--- src/rtl/branch_predictor_bht.sv ---
// rtl/branch_predictor_bht.sv - 2-bit saturating-counter branch history table with mispredict redirect
module branch_predictor_bht #(
   parameter int IDX_BITS = 6,
   parameter int XLEN     = 32
) (
   input  logic            clk,
   input  logic            rst,
   input  logic            fetch_valid,
   input  logic [XLEN-1:0] fetch_pc,
   output logic            pred_taken,
   input  logic            res_valid,
   input  logic [XLEN-1:0] res_pc,
   input  logic            res_taken,
   input  logic            res_pred,
   input  logic [XLEN-1:0] res_target,
   output logic            redirect_valid,
   output logic [XLEN-1:0] redirect_pc,
   output logic [31:0]     branch_count,
   output logic [31:0]     mispredict_count
);
   localparam int DEPTH = 1 << IDX_BITS;

   logic [1:0]          table_q [DEPTH];
   logic [IDX_BITS-1:0] fetch_idx;
   logic [IDX_BITS-1:0] res_idx;
   logic [1:0]          res_ctr;
   logic [1:0]          res_ctr_d;
   logic                mispredict;

   logic                redirect_valid_q, redirect_valid_d;
   logic [XLEN-1:0]     redirect_pc_q, redirect_pc_d;
   logic [31:0]         branch_count_q, branch_count_d;
   logic [31:0]         mispredict_count_q, mispredict_count_d;

   logic                unused_fetch_bits;

   assign fetch_idx = fetch_pc[IDX_BITS+1:2];
   assign res_idx   = res_pc[IDX_BITS+1:2];
   assign res_ctr   = table_q[res_idx];

   // Lookup reads the registered table, so a same-cycle update is not bypassed.
   assign pred_taken = fetch_valid & table_q[fetch_idx][1];

   // Mispredict is judged against the prediction actually used, not the table.
   assign mispredict = res_valid & (res_taken != res_pred);

   always_comb begin
      res_ctr_d = res_ctr;
      if (res_taken) begin
         if (res_ctr != 2'b11) res_ctr_d = res_ctr + 2'd1;
      end else begin
         if (res_ctr != 2'b00) res_ctr_d = res_ctr - 2'd1;
      end

      redirect_valid_d = mispredict;
      redirect_pc_d    = redirect_pc_q;
      if (mispredict) redirect_pc_d = res_taken ? res_target : res_pc + XLEN'(4);

      branch_count_d     = branch_count_q + {31'd0, res_valid};
      mispredict_count_d = mispredict_count_q + {31'd0, mispredict};
   end

   always_ff @(posedge clk or posedge rst) begin
      if (rst) begin
         for (int i = 0; i < DEPTH; i++) table_q[i] <= 2'b01;
      end else if (res_valid) begin
         table_q[res_idx] <= res_ctr_d;
      end
   end

   always_ff @(posedge clk or posedge rst) begin
      if (rst) begin
         redirect_valid_q   <= 1'b0;
         redirect_pc_q      <= '0;
         branch_count_q     <= '0;
         mispredict_count_q <= '0;
      end else begin
         redirect_valid_q   <= redirect_valid_d;
         redirect_pc_q      <= redirect_pc_d;
         branch_count_q     <= branch_count_d;
         mispredict_count_q <= mispredict_count_d;
      end
   end

   assign redirect_valid   = redirect_valid_q;
   assign redirect_pc      = redirect_pc_q;
   assign branch_count     = branch_count_q;
   assign mispredict_count = mispredict_count_q;

   // Tag-less table: upper and byte-offset PC bits never take part in lookup.
   assign unused_fetch_bits = ^{fetch_pc[XLEN-1:IDX_BITS+2], fetch_pc[1:0]};
endmodule

--- config.mk ---
export PLATFORM = sky130hd
export DESIGN_NAME = branch_predictor_bht
export DESIGN_NICKNAME = d
export VERILOG_FILES = /design/src/rtl/branch_predictor_bht.sv
export SDC_FILE = /design/constraint.sdc
export NUM_CORES = 1
export LEC_CHECK = 0
export BUFFER_PORTS_ARGS = -buffer_cell sky130_fd_sc_hd__clkbuf_2
export CAP_MARGIN = 15
export CORE_MARGIN = 3
export CORE_UTILIZATION = 58
export DETAILED_ROUTE_END_ITERATION = 10
export PLACE_DENSITY = 0.82
export SYNTH_ARGS = -nofsm -noshare
export SYNTH_HDL_FRONTEND = slang
export SYNTH_SLANG_ARGS = --single-unit
--- constraint.sdc ---
create_clock -name clk -period 8.3 [get_ports clk]
set_clock_uncertainty 0.15 [all_clocks]
set_input_delay 0.415 -clock clk [delete_from_list [all_inputs] [get_ports clk]]
set_output_delay 0.415 -clock clk [all_outputs]
set_load 0.01 [all_outputs]
==> impl_metrics.env, run 1 <==
export IMPL_synth_seq_cells=225
export IMPL_synth_area_um2=13300
export IMPL_status="finished with violations"
export IMPL_synth_area_top_cells="dfrtp_1 (30%), dfstp_2 (13%), nand2_1 (7.7%)"
export IMPL_r2r_start="table_q[94]"
export IMPL_vias=12300
export IMPL_avgRoutedWirePerCell_um=22.0
export IMPL_dieArea_um2=24700
export IMPL_synth_top_area_frac=0.304
export IMPL_synth_area_per_cell_um2=9.53
export IMPL_antennaDiodeCount=0
export IMPL_async_flop_share=1.00
export IMPL_synthesis_instances=1390
export IMPL_ys_top_cells_by_count="nand2_1 (271), dfrtp_1 (161), clkbuf_1 (107)"
export IMPL_cp_start_kind="primary input"
export IMPL_grt_pass1_wl_um=61700
export IMPL_dp_cells=1741
export IMPL_start_util=0.598
export IMPL_synth_top_cell_by_area="dfrtp_1"
export IMPL_gp_congestion=0.897
export IMPL_ys_seq_area_frac=0.431
export IMPL_wl_um=39400
export IMPL_synthFlopType="dfrtp_1"
export IMPL_post_cts_resized=0
export IMPL_tritoncts="done"
export IMPL_setup_viol=0
export IMPL_ys_warnings_count=0
export IMPL_fin_crit_ps=4070
export IMPL_cp_endpoint="table_q[120]"
export IMPL_maxCapViolations=0
export IMPL_instances_no_fill=1790
export IMPL_synth_adder_area_share=0.00472
export IMPL_die_h_um=157
export IMPL_drt_iter0_drc=1754
export IMPL_insertion_delay_ps=530
export IMPL_finalHoldViolCount=19
export IMPL_cpMostUsedCell="buf_4"
export IMPL_clock_sinks=225
export IMPL_clk_path_buf_depth=3
export IMPL_cp_end_kind="flip-flop"
export IMPL_final_max_slew_viol_count=0
export IMPL_final_nets=1597
export IMPL_htreeDepth=1
export IMPL_pin_count=200
export IMPL_synth_xor_area_frac=0.0595
export IMPL_io_buffers=173
export IMPL_placed_area_um2=14200
export IMPL_fp_row_count=54
export IMPL_cts_setup_buffers=0
export IMPL_fin_area_um2=15100
export IMPL_tns_ps=0
export IMPL_hold_slack_ps=-35.2
export IMPL_max_freq_ghz=0.246
export IMPL_grt_pass1_vias=11900
export IMPL_power_w=0.00295
export IMPL_violations="hold timing"
export IMPL_rsz0062_at_grt="no"
export IMPL_hold_class="primary input to asynchronous set/reset pin"
export IMPL_die_w_um=157
export IMPL_cts_made_buffers=26
export IMPL_clk_root_buffer_cell="clkbuf_16"
export IMPL_yosysMostFrequentCell="nand2_1"
export IMPL_grt_overflow_total=0
export IMPL_p_leak_nw=6.67
export IMPL_clk_pin_slew_ps=60
export IMPL_powerDensity_nw_per_um2=195
export IMPL_critical_path_class="primary input to flip-flop"
export IMPL_synth_top_family_by_area="simple AND/OR/NAND/NOR gates"
export IMPL_r2r_setup_slack_ps=4710
export IMPL_first_pass_iters=6
export IMPL_period_share=0.491
export IMPL_cp_startpoint="res_pc[4]"
export IMPL_cp_max_fo=42
export IMPL_reg2reg_depth=7
export IMPL_worstReg2RegEnd="table_q[120]"
export IMPL_worstPathRequired_ps=8580
export IMPL_antenna_found_initial=0
export IMPL_cp_slowest_stage_delay_ps=1000
export IMPL_synth_compound_area_frac=0.189
export IMPL_synth_edf_count=0
export IMPL_ys_types=52
export IMPL_dp_hpwl_um=23800
export IMPL_fp_coreArea_um2=22200
export IMPL_remaining_drc_errors=0
export IMPL_syn_nets=1497
export IMPL_worstPathCellList="clkbuf_2 -> buf_4 -> nand3b_1 -> a21oi_1 -> o41ai_1 -> o2111a_1 -> a41oi_4 -> buf_4 -> o31ai_1"
export IMPL_synthMuxAreaShare=0.0851
export IMPL_detail_route_vias_per_cell=6.89
export IMPL_cpMaxStageDelayCell="o41ai_1"
export IMPL_layout_drive_gt1_share=0.248
export IMPL_grt_max_degree=157
export IMPL_hold_buffers=0
export IMPL_antenna_left=0
export IMPL_cp_data_arrival_time_ps=4350
export IMPL_ir_worst_vdd_mv=0.172
export IMPL_grtUsageTotal=0.308
export IMPL_max_slew_margin=0.234
export IMPL_syn2layout_area_growth_pct=13.9
export IMPL_synthSimpleGateAreaFrac=0.191
export IMPL_worst_pin_slew_ps=1130
==> sequential cells by signal (all words and copies together) (netlist names) <==
name,cells
mispredict_count,32
redirect_pc,32
branch_count,32
redirect_valid,1
table_q,128
==> per-stage QoR <==
stage / setup slack [ps] / utilization / hold WS, ps
6_report: 4230 / 0.681 / -35.2
4_1_cts: 4410 / 0.681 / 5.85
2_1_floorplan: 1680 / - / 299
3_5_place_dp: 3860 / 0.643 / 311
3_3_place_gp: 3950 / 0.643 / 305
5_1_grt: 4080 / 0.681 / 33.7
==> critical path, delay by kind of cell <==
kind | cells | cell delay [ps]
buffers and inverters | 3 | 1400
AO/OA/AOI/OAI | 5 | 2310
AND/OR/NAND/NOR | 1 | 180
==> per-layer routing <==
metal	global-route usage	part of all wire	up-vias
met5	0	0	-
met4	0.142	0.044	0
met3	0.0594	0.11	154
met2	0.481	0.46	800
met1	0.419	0.39	5952
li1	-	-	5430
==> power breakdown <==
group          switching (W)  leakage, nW  internal [W]
clock network       0.000460        0.420      0.000663
logic               0.000304         3.43      0.000181
registers          0.0000929         2.82       0.00125
==> cell families after synthesis <==
logic type	Yosys count
simple gates	528
mux	63
compound gates	342
buf+inv	137
flops	225
fa+ha+maj	5
xor+xnor	90
==> area by class of cell <==
type,instances,area (um^2)
flip-flops and latches,225,5710
clock inverters,9,81.3
well taps,280,350
fillers,1711,7070
inverters,9,41.3
repair buffers,200,1070
clock buffers,39,759
multi-input cells,1028,7080
==> cell usage in the layout, fill, tap and decap left out, types with 6 or more instances in the layout <==
cell       netlist  layout
and3_1          71      71
nor2_1          39      39
clkbuf_8         0       6
nand3b_1        16      16
buf_4            0      27
a21oi_1         20      20
clkbuf_1       107       7
inv_1            9       8
or3b_2           8       8
mux2_2           7       7
clkbuf_2         0     173
xor2_1          34      34
o21ai_0         27      26
dfstp_2         64      64
a31oi_1         65      64
o32ai_1         63      63
nand4_1         16      16
mux2i_1         17      17
mux4_2          39      39
clkinv_2         0       7
nand2_1        271     270
a22oi_1         68      68
and2_1          10      10
dfrtp_1        161     161
clkbuf_16        0      26
nor3_1          14      14
o221ai_1         7       7
nand3_1         50      49
xnor2_1         56      56
and4_1           9       8
o31ai_1         64      64
==> worst min-delay path by stage <==
| stage | start | endpoint | slack [ps] |
|---|---|---|---|
| after floorplan | table_q[106] | table_q[106] | 300 |
| after global placement | table_q[94] | table_q[94] | 310 |
| after detailed placement | table_q[68] | table_q[68] | 310 |
| after CTS | res_target[4] | redirect_pc[4] | 6 |
| after global routing | res_target[9] | redirect_pc[9] | 30 |
| final | rst | mispredict_count[7] | -40 |
Note: power is estimated with default switching activity, not from simulation.
==> inputs of run 2 (changes only) <==
--- a/config.mk
+++ b/config.mk
@@ -5,6 +5,7 @@
 export SDC_FILE = /design/constraint.sdc
 export NUM_CORES = 1
 export LEC_CHECK = 0
+export ABC_AREA = 1
 export BUFFER_PORTS_ARGS = -buffer_cell sky130_fd_sc_hd__clkbuf_2
 export CAP_MARGIN = 15
 export CORE_MARGIN = 3
==> constraint.sdc (replaced) <==
create_clock -name clk -period 4.14 [get_ports clk]
set_clock_uncertainty 0.15 [all_clocks]
set_input_delay 0.207 -clock clk [delete_from_list [all_inputs] [get_ports clk]]
set_output_delay 0.207 -clock clk [all_outputs]
set_load 0.01 [all_outputs]
==> run 2 against run 1 <==
Against the previous run:
- the flow now finishes without violations
- die area down 4.1%
- worst hold slack improved by 82 ps
- worst setup slack worse by 3300 ps
==> impl_metrics.env, run 2 <==
export IMPL_status="complete, no violations"
export IMPL_setup_viol=0
export IMPL_vias=12800
export IMPL_cp_slowest_stage_delay_ps=570
export IMPL_hold_class="primary input to flip-flop"
export IMPL_gp_congestion=0.910
export IMPL_grt_max_degree=107
export IMPL_synth_area_um2=12700
export IMPL_syn2layout_area_growth_pct=19.4
export IMPL_dieArea_um2=23700
export IMPL_whs_path_depth=4
export IMPL_fp_coreArea_um2=21300
export IMPL_grt_pass1_vias=12600
export IMPL_critical_path_class="primary input to flip-flop"
export IMPL_fin_crit_ps=3210
export IMPL_cts_made_buffers=25
export IMPL_grt_overflow_total=0
export IMPL_cp_data_arrival_time_ps=3510
export IMPL_max_freq_ghz=0.312
export IMPL_synth_area_top_cells="dfrtp_1 (32%), nand2_1 (21%), dfstp_2 (13%)"
export IMPL_period_share=0.775
export IMPL_hold_slack_ps=46.9
export IMPL_layout_common_cells="nand2_1 (701), inv_1 (184), clkbuf_2 (173)"
export IMPL_htreeDepth=1
export IMPL_dp_hpwl_um=23500
export IMPL_ir_worst_vdd_mv=0.289
export IMPL_max_slew_margin=0.448
export IMPL_clk_pin_slew_ps=60
export IMPL_synth_area_per_cell_um2=7.10
export IMPL_wl_um=38500
export IMPL_p_leak_nw=7.79
export IMPL_cp_buffers_inverters=6
export IMPL_fp_row_count=53
export IMPL_insertion_delay_ps=550
export IMPL_synth_seq_cells=225
export IMPL_worst_pin_slew_ps=828
export IMPL_synthesis_instances=1788
export IMPL_antennaDiodeCount=0
export IMPL_synth_edf_count=0
export IMPL_remaining_drc_errors=0
export IMPL_clk_path_buf_depth=3
export IMPL_cts_setup_buffers=0
export IMPL_grt_pass1_wl_um=61800
export IMPL_final_nets=2104
export IMPL_maxCapViolations=0
export IMPL_grtUsageTotal=0.316
export IMPL_cp_start_kind="primary input"
export IMPL_ys_types=38
export IMPL_layout_drive_gt1_share=0.162
export IMPL_start_util=0.596
export IMPL_layout_setup_ws_ps=930
export IMPL_worstReg2RegEnd="branch_count[24]"
export IMPL_antenna_found_initial=0
export IMPL_clk_root_buffer_cell="clkbuf_16"
export IMPL_yosysMostFrequentCell="nand2_1"
export IMPL_clock_sinks=225
export IMPL_cpMaxStageDelayCell="dlygate4sd3_1"
export IMPL_largest_reg_flops=128
export IMPL_async_flop_share=1.00
export IMPL_drt_iter0_drc=1655
export IMPL_syn_nets=1895
export IMPL_rsz0062_at_grt="no"
export IMPL_tritoncts="done"
export IMPL_ys_warnings_count=0
export IMPL_detail_route_vias_per_cell=5.60
export IMPL_r2r_setup_slack_ps=1680
export IMPL_avgRoutedWirePerCell_um=16.8
export IMPL_largest_register="table_q"
export IMPL_layout_commonest_cell="nand2_1"
export IMPL_cp_max_fo=31
export IMPL_antenna_left=0
export IMPL_tns_ps=0
export IMPL_reg2reg_depth=11
export IMPL_worstPathRequired_ps=4440
export IMPL_whs_endpoint="redirect_pc[9]"
export IMPL_powerDensity_nw_per_um2=410
export IMPL_crit_family="buffers and inverters"
export IMPL_hp_start="res_pc[9]"
export IMPL_pre_cts_slack_ps=1060
export IMPL_io_buffers=173
export IMPL_pin_count=200
export IMPL_first_pass_iters=6
export IMPL_synth_top_area_frac=0.317
export IMPL_final_max_slew_viol_count=0
export IMPL_ys_top_cells_by_count="nand2_1 (701), inv_1 (185), nor2_1 (163)"
export IMPL_ys_seq_area_frac=0.450
export IMPL_worstPathCellList="dlygate4sd3_1 -> clkbuf_2 -> nand2_1 -> nor2_2 -> buf_4 -> clkinv_1 -> buf_4 -> nor2_1 -> o21ai_0 -> dlygate4sd3_1 -> nand2_1"
export IMPL_die_h_um=154
export IMPL_post_cts_resized=0
export IMPL_hold_buffers=55
export IMPL_finalHoldViolCount=0
export IMPL_die_w_um=154
export IMPL_r2r_start="branch_count[0]"
export IMPL_synthFlopType="dfrtp_1"
export IMPL_synth_top_cell_by_area="dfrtp_1"
export IMPL_cp_end_kind="flip-flop"
-- run 2: changes by cell type after synthesis, moves of 63 or more --
| cell | change |
|---|---|
| nand3_1 | +86 |
| nand2_1 | +430 |
| inv_1 | +176 |
| o31ai_1 | -64 |
| o32ai_1 | -63 |
| nor2_1 | +124 |
| a22oi_1 | -68 |
| clkbuf_1 | -83 |
| and3_1 | -70 |
-- run 2: metrics by stage --
step / cell area [um^2] / power [W] / util / instances
3_3_place_gp: 13700 / 0.00379 / 0.645 / 2189
2_1_floorplan: 12700 / 0.00343 / - / 1788
4_1_cts: 15100 / 0.00621 / 0.711 / 2290
3_5_place_dp: 13700 / 0.00382 / 0.645 / 2189
6_report: 15200 / 0.00622 / 0.712 / 2291
5_1_grt: 15200 / 0.00649 / 0.712 / 2291
-- run 2: logic make-up after synthesis --
logic type,Yosys count,share of synthesized area
buffers and inverters,255,0.0830
flip-flops,225,0.450
AND/OR/NAND/NOR,1080,0.349
adder cells (fa/ha/maj),5,0.00493
AO/OA/AOI/OAI,152,0.0643
XOR/XNOR,71,0.0490
-- run 2: worst max-delay path by stage --
stage,to,cells after the start,from,slack (ps)
global placement,table_q[89],14,res_pc[4],1090
detailed placement,table_q[33],14,res_pc[4],1060
global route,redirect_pc[28],11,res_valid,730
floorplan,branch_count[0],1,rst,900
CTS,pred_taken,10,fetch_pc[2],1120
finish,redirect_pc[28],11,res_valid,930
-- run 2: worst min-delay path, delay by kind of cell --
family / cells / cell delay [ps]
buf+inv: 1 / 110
compound gates: 2 / 270
xor+xnor: 1 / 80
-- run 2: layout make-up --
class	instances	area [um^2]
inverter	192	724
clock buffer	31	688
tap	275	344
clock inverter	15	160
timing repair buffer	245	1590
multi-input combinational	1308	5940
fill	1591	6130
sequential	225	5710
-- run 2: power by group --
part	switching (W)	leakage, nW	internal (W)
registers	0.000203	2.77	0.00254
logic	0.000739	4.59	0.000425
clock network	0.000937	0.426	0.00137
total	0.00188	7.79	0.00434
-- run 2: routing by layer --
metal / track usage / vias up / routed length, um
met4: 0.161 / 0 / 1820
met3: 0.0552 / 149 / 3920
li1: - / 5994 / -
met1: 0.407 / 5923 / 14900
met5: 0 / - / 0
met2: 0.516 / 764 / 17800
==> inputs of run 3 (changes only) <==
==> constraint.sdc (replaced) <==
create_clock -name clk -period 3.1 [get_ports clk]
set_clock_uncertainty 0.15 [all_clocks]
set_input_delay 0.155 -clock clk [delete_from_list [all_inputs] [get_ports clk]]
set_output_delay 0.155 -clock clk [all_outputs]
set_load 0.01 [all_outputs]
==> run 3 against run 2 <==
Against the previous run:
- sequential power up 33%
- final cell count up 0.96%
- via count up 2.6%
- combinational power up 40%
- register-to-register slack worse by 1200 ps
- critical path depth down 1
- die area unchanged
- clock power up 29%
- sequential share of layout area down 0.54 points
- cell area up 1.4%
- critical path type unchanged
- largest cell class unchanged
==> impl_metrics.env, run 3 (same netlist as run 2, synthesis figures left out) <==
export IMPL_cts_setup_buffers=0
export IMPL_whs_endpoint="redirect_pc[12]"
export IMPL_internal_power_w=0.00582
export IMPL_grtUsageTotal=0.326
export IMPL_clk_pin_slew_ps=60
export IMPL_final_max_slew_viol_count=0
export IMPL_r2r_start="branch_count[0]"
export IMPL_layout_commonest_cell="nand2_1"
export IMPL_r2r_setup_slack_ps=490
export IMPL_hold_slack_ps=16.5
export IMPL_max_slew_margin=0.478
export IMPL_rsz0062_at_grt="no"
export IMPL_fp_row_count=53
export IMPL_die_h_um=154
export IMPL_vias=13200
export IMPL_io_buffers=173
export IMPL_p_leak_nw=7.90
export IMPL_cp_data_arrival_time_ps=3180
export IMPL_placed_area_um2=14000
export IMPL_worstReg2RegEnd="branch_count[24]"
export IMPL_cp_slowest_stage_delay_ps=600
export IMPL_fin_crit_ps=2940
export IMPL_layout_common_cells="nand2_1 (701), inv_1 (184), clkbuf_2 (173)"
export IMPL_layout_drive_gt1_share=0.167
export IMPL_maxCapViolations=0
export IMPL_powerDensity_nw_per_um2=539
export IMPL_wl_um=39200
export IMPL_max_freq_ghz=0.340
export IMPL_die_w_um=154
export IMPL_largest_reg_flops=128
export IMPL_grt_pass1_vias=13000
export IMPL_cp_max_fo=22
export IMPL_pin_count=200
export IMPL_remaining_drc_errors=0
export IMPL_hp_start="res_pc[12]"
export IMPL_fp_coreArea_um2=21300
export IMPL_insertion_delay_ps=520
export IMPL_clk_root_buffer_cell="clkbuf_16"
export IMPL_clk_path_buf_depth=3
export IMPL_cp_end_kind="flip-flop"
export IMPL_grt_pass1_wl_um=63800
export IMPL_start_util=0.596
export IMPL_utilization=0.722
export IMPL_first_pass_iters=9
export IMPL_reg2reg_depth=11
export IMPL_dp_hpwl_um=24700
export IMPL_critical_path_class="primary input to flip-flop"
export IMPL_tns_ps=0
export IMPL_cp_buffers_inverters=6
export IMPL_clkPwrFrac=0.361
export IMPL_worst_pin_slew_ps=782
export IMPL_cts_made_buffers=25
export IMPL_antenna_left=0
export IMPL_avgRoutedWirePerCell_um=17.0
export IMPL_drt_iter0_drc=1568
export IMPL_period_share=0.948
export IMPL_switching_share=0.298
export IMPL_antennaDiodeCount=0
export IMPL_pwr_share_seq=0.444
export IMPL_grt_max_degree=94
export IMPL_fin_area_um2=15400
export IMPL_tritoncts="done"
export IMPL_crit_family="buffers and inverters"
export IMPL_grt_overflow_total=0
export IMPL_gp_congestion=0.932
export IMPL_worstPathCellList="dlygate4sd3_1 -> clkbuf_2 -> nand2_1 -> nor2_2 -> buf_4 -> clkinv_1 -> buf_4 -> nand2_1 -> o21ai_1 -> dlygate4sd3_1"
export IMPL_htreeDepth=1
export IMPL_cp_start_kind="primary input"
export IMPL_finalHoldViolCount=0
export IMPL_antenna_found_initial=0
export IMPL_p_comb_frac=0.195
export IMPL_hold_class="primary input to flip-flop"
export IMPL_syn2layout_area_growth_pct=21.1
export IMPL_clock_sinks=225
export IMPL_worstPathRequired_ps=3340
export IMPL_largest_register="table_q"
export IMPL_dieArea_um2=23700
export IMPL_instances_no_fill=2313
export IMPL_p_sw_w=0.00246
export IMPL_whs_path_depth=4
export IMPL_setup_viol=0
export IMPL_final_nets=2127
export IMPL_detail_route_vias_per_cell=5.69
export IMPL_ir_worst_vdd_mv=0.274
export IMPL_dp_cells=2210
export IMPL_cpMaxStageDelayCell="dlygate4sd3_1"
export IMPL_status="complete, no violations"
[run 3: cell types whose count changed in the layout (fill, tap and decap cells not counted)]
cell           before  now
clkinv_2            9    1
dlygate4sd3_1      55   58
inv_6               2    0
clkbuf_1            2    7
bufinv_16           3    1
buf_16              1    0
clkbuf_8            4   10
buf_4              14   29
buf_12              2    8
[run 3: timing repair]
item,in CTS,in global routing
endpoints found under the hold margin,143,0
hold buffers,58,0
gates resized for setup,0,0
[run 3: worst register-to-register path, delay by kind of cell (launching register included)]
kind	cells	cell delay, ps
AND/OR/NAND/NOR	8	1480
flip-flops	1	380
adder cells (fa/ha/maj)	2	380
XOR/XNOR	1	160
[run 3: layout make-up]
type / instances / area (um^2)
flip-flops and latches: 225 / 5710
well taps: 275 / 344
repair buffers: 268 / 1820
inverters: 192 / 724
clock buffers: 42 / 790
clock inverters: 3 / 42.5
multi-input cells: 1308 / 5940
fillers: 1554 / 5910
[run 3: routing by layer]
metal	track usage	wire, um
met1	0.404	14800
met2	0.541	18300
met3	0.0656	4050
met4	0.169	2060
met5	0	0
[run 3: power groups by stage]
stage | combinational (W) | clock (W) | sequential, W
finish | 0.00162 | 0.00299 | 0.00367
global route | 0.00178 | 0.00315 | 0.00371
CTS | 0.00157 | 0.00302 | 0.00366
detailed placement | 0.00147 | 0 | 0.00370
global placement | 0.00143 | 0 | 0.00369
floorplan | 0.000872 | 0 | 0.00371
[run 3: per-stage QoR]
stage                     power [W]  setup slack (ps)
after global placement      0.00512               511
after floorplan             0.00459             -90.8
final                       0.00828               160
after global routing        0.00864              8.64
after detailed placement    0.00517               422
after CTS                   0.00825               396
[run 3: how the worst max path moves through the flow]
stage | endpoint | cells after the start | start | slack [ps]
finish | redirect_pc[30] | 10 | res_valid | 160
global route | redirect_pc[18] | 14 | res_pc[3] | 9
CTS | redirect_pc[30] | 10 | res_valid | 400
detailed placement | mispredict_count[29] | 15 | res_taken | 420
global placement | mispredict_count[29] | 15 | res_taken | 510
floorplan | branch_count[0] | 1 | rst | -90
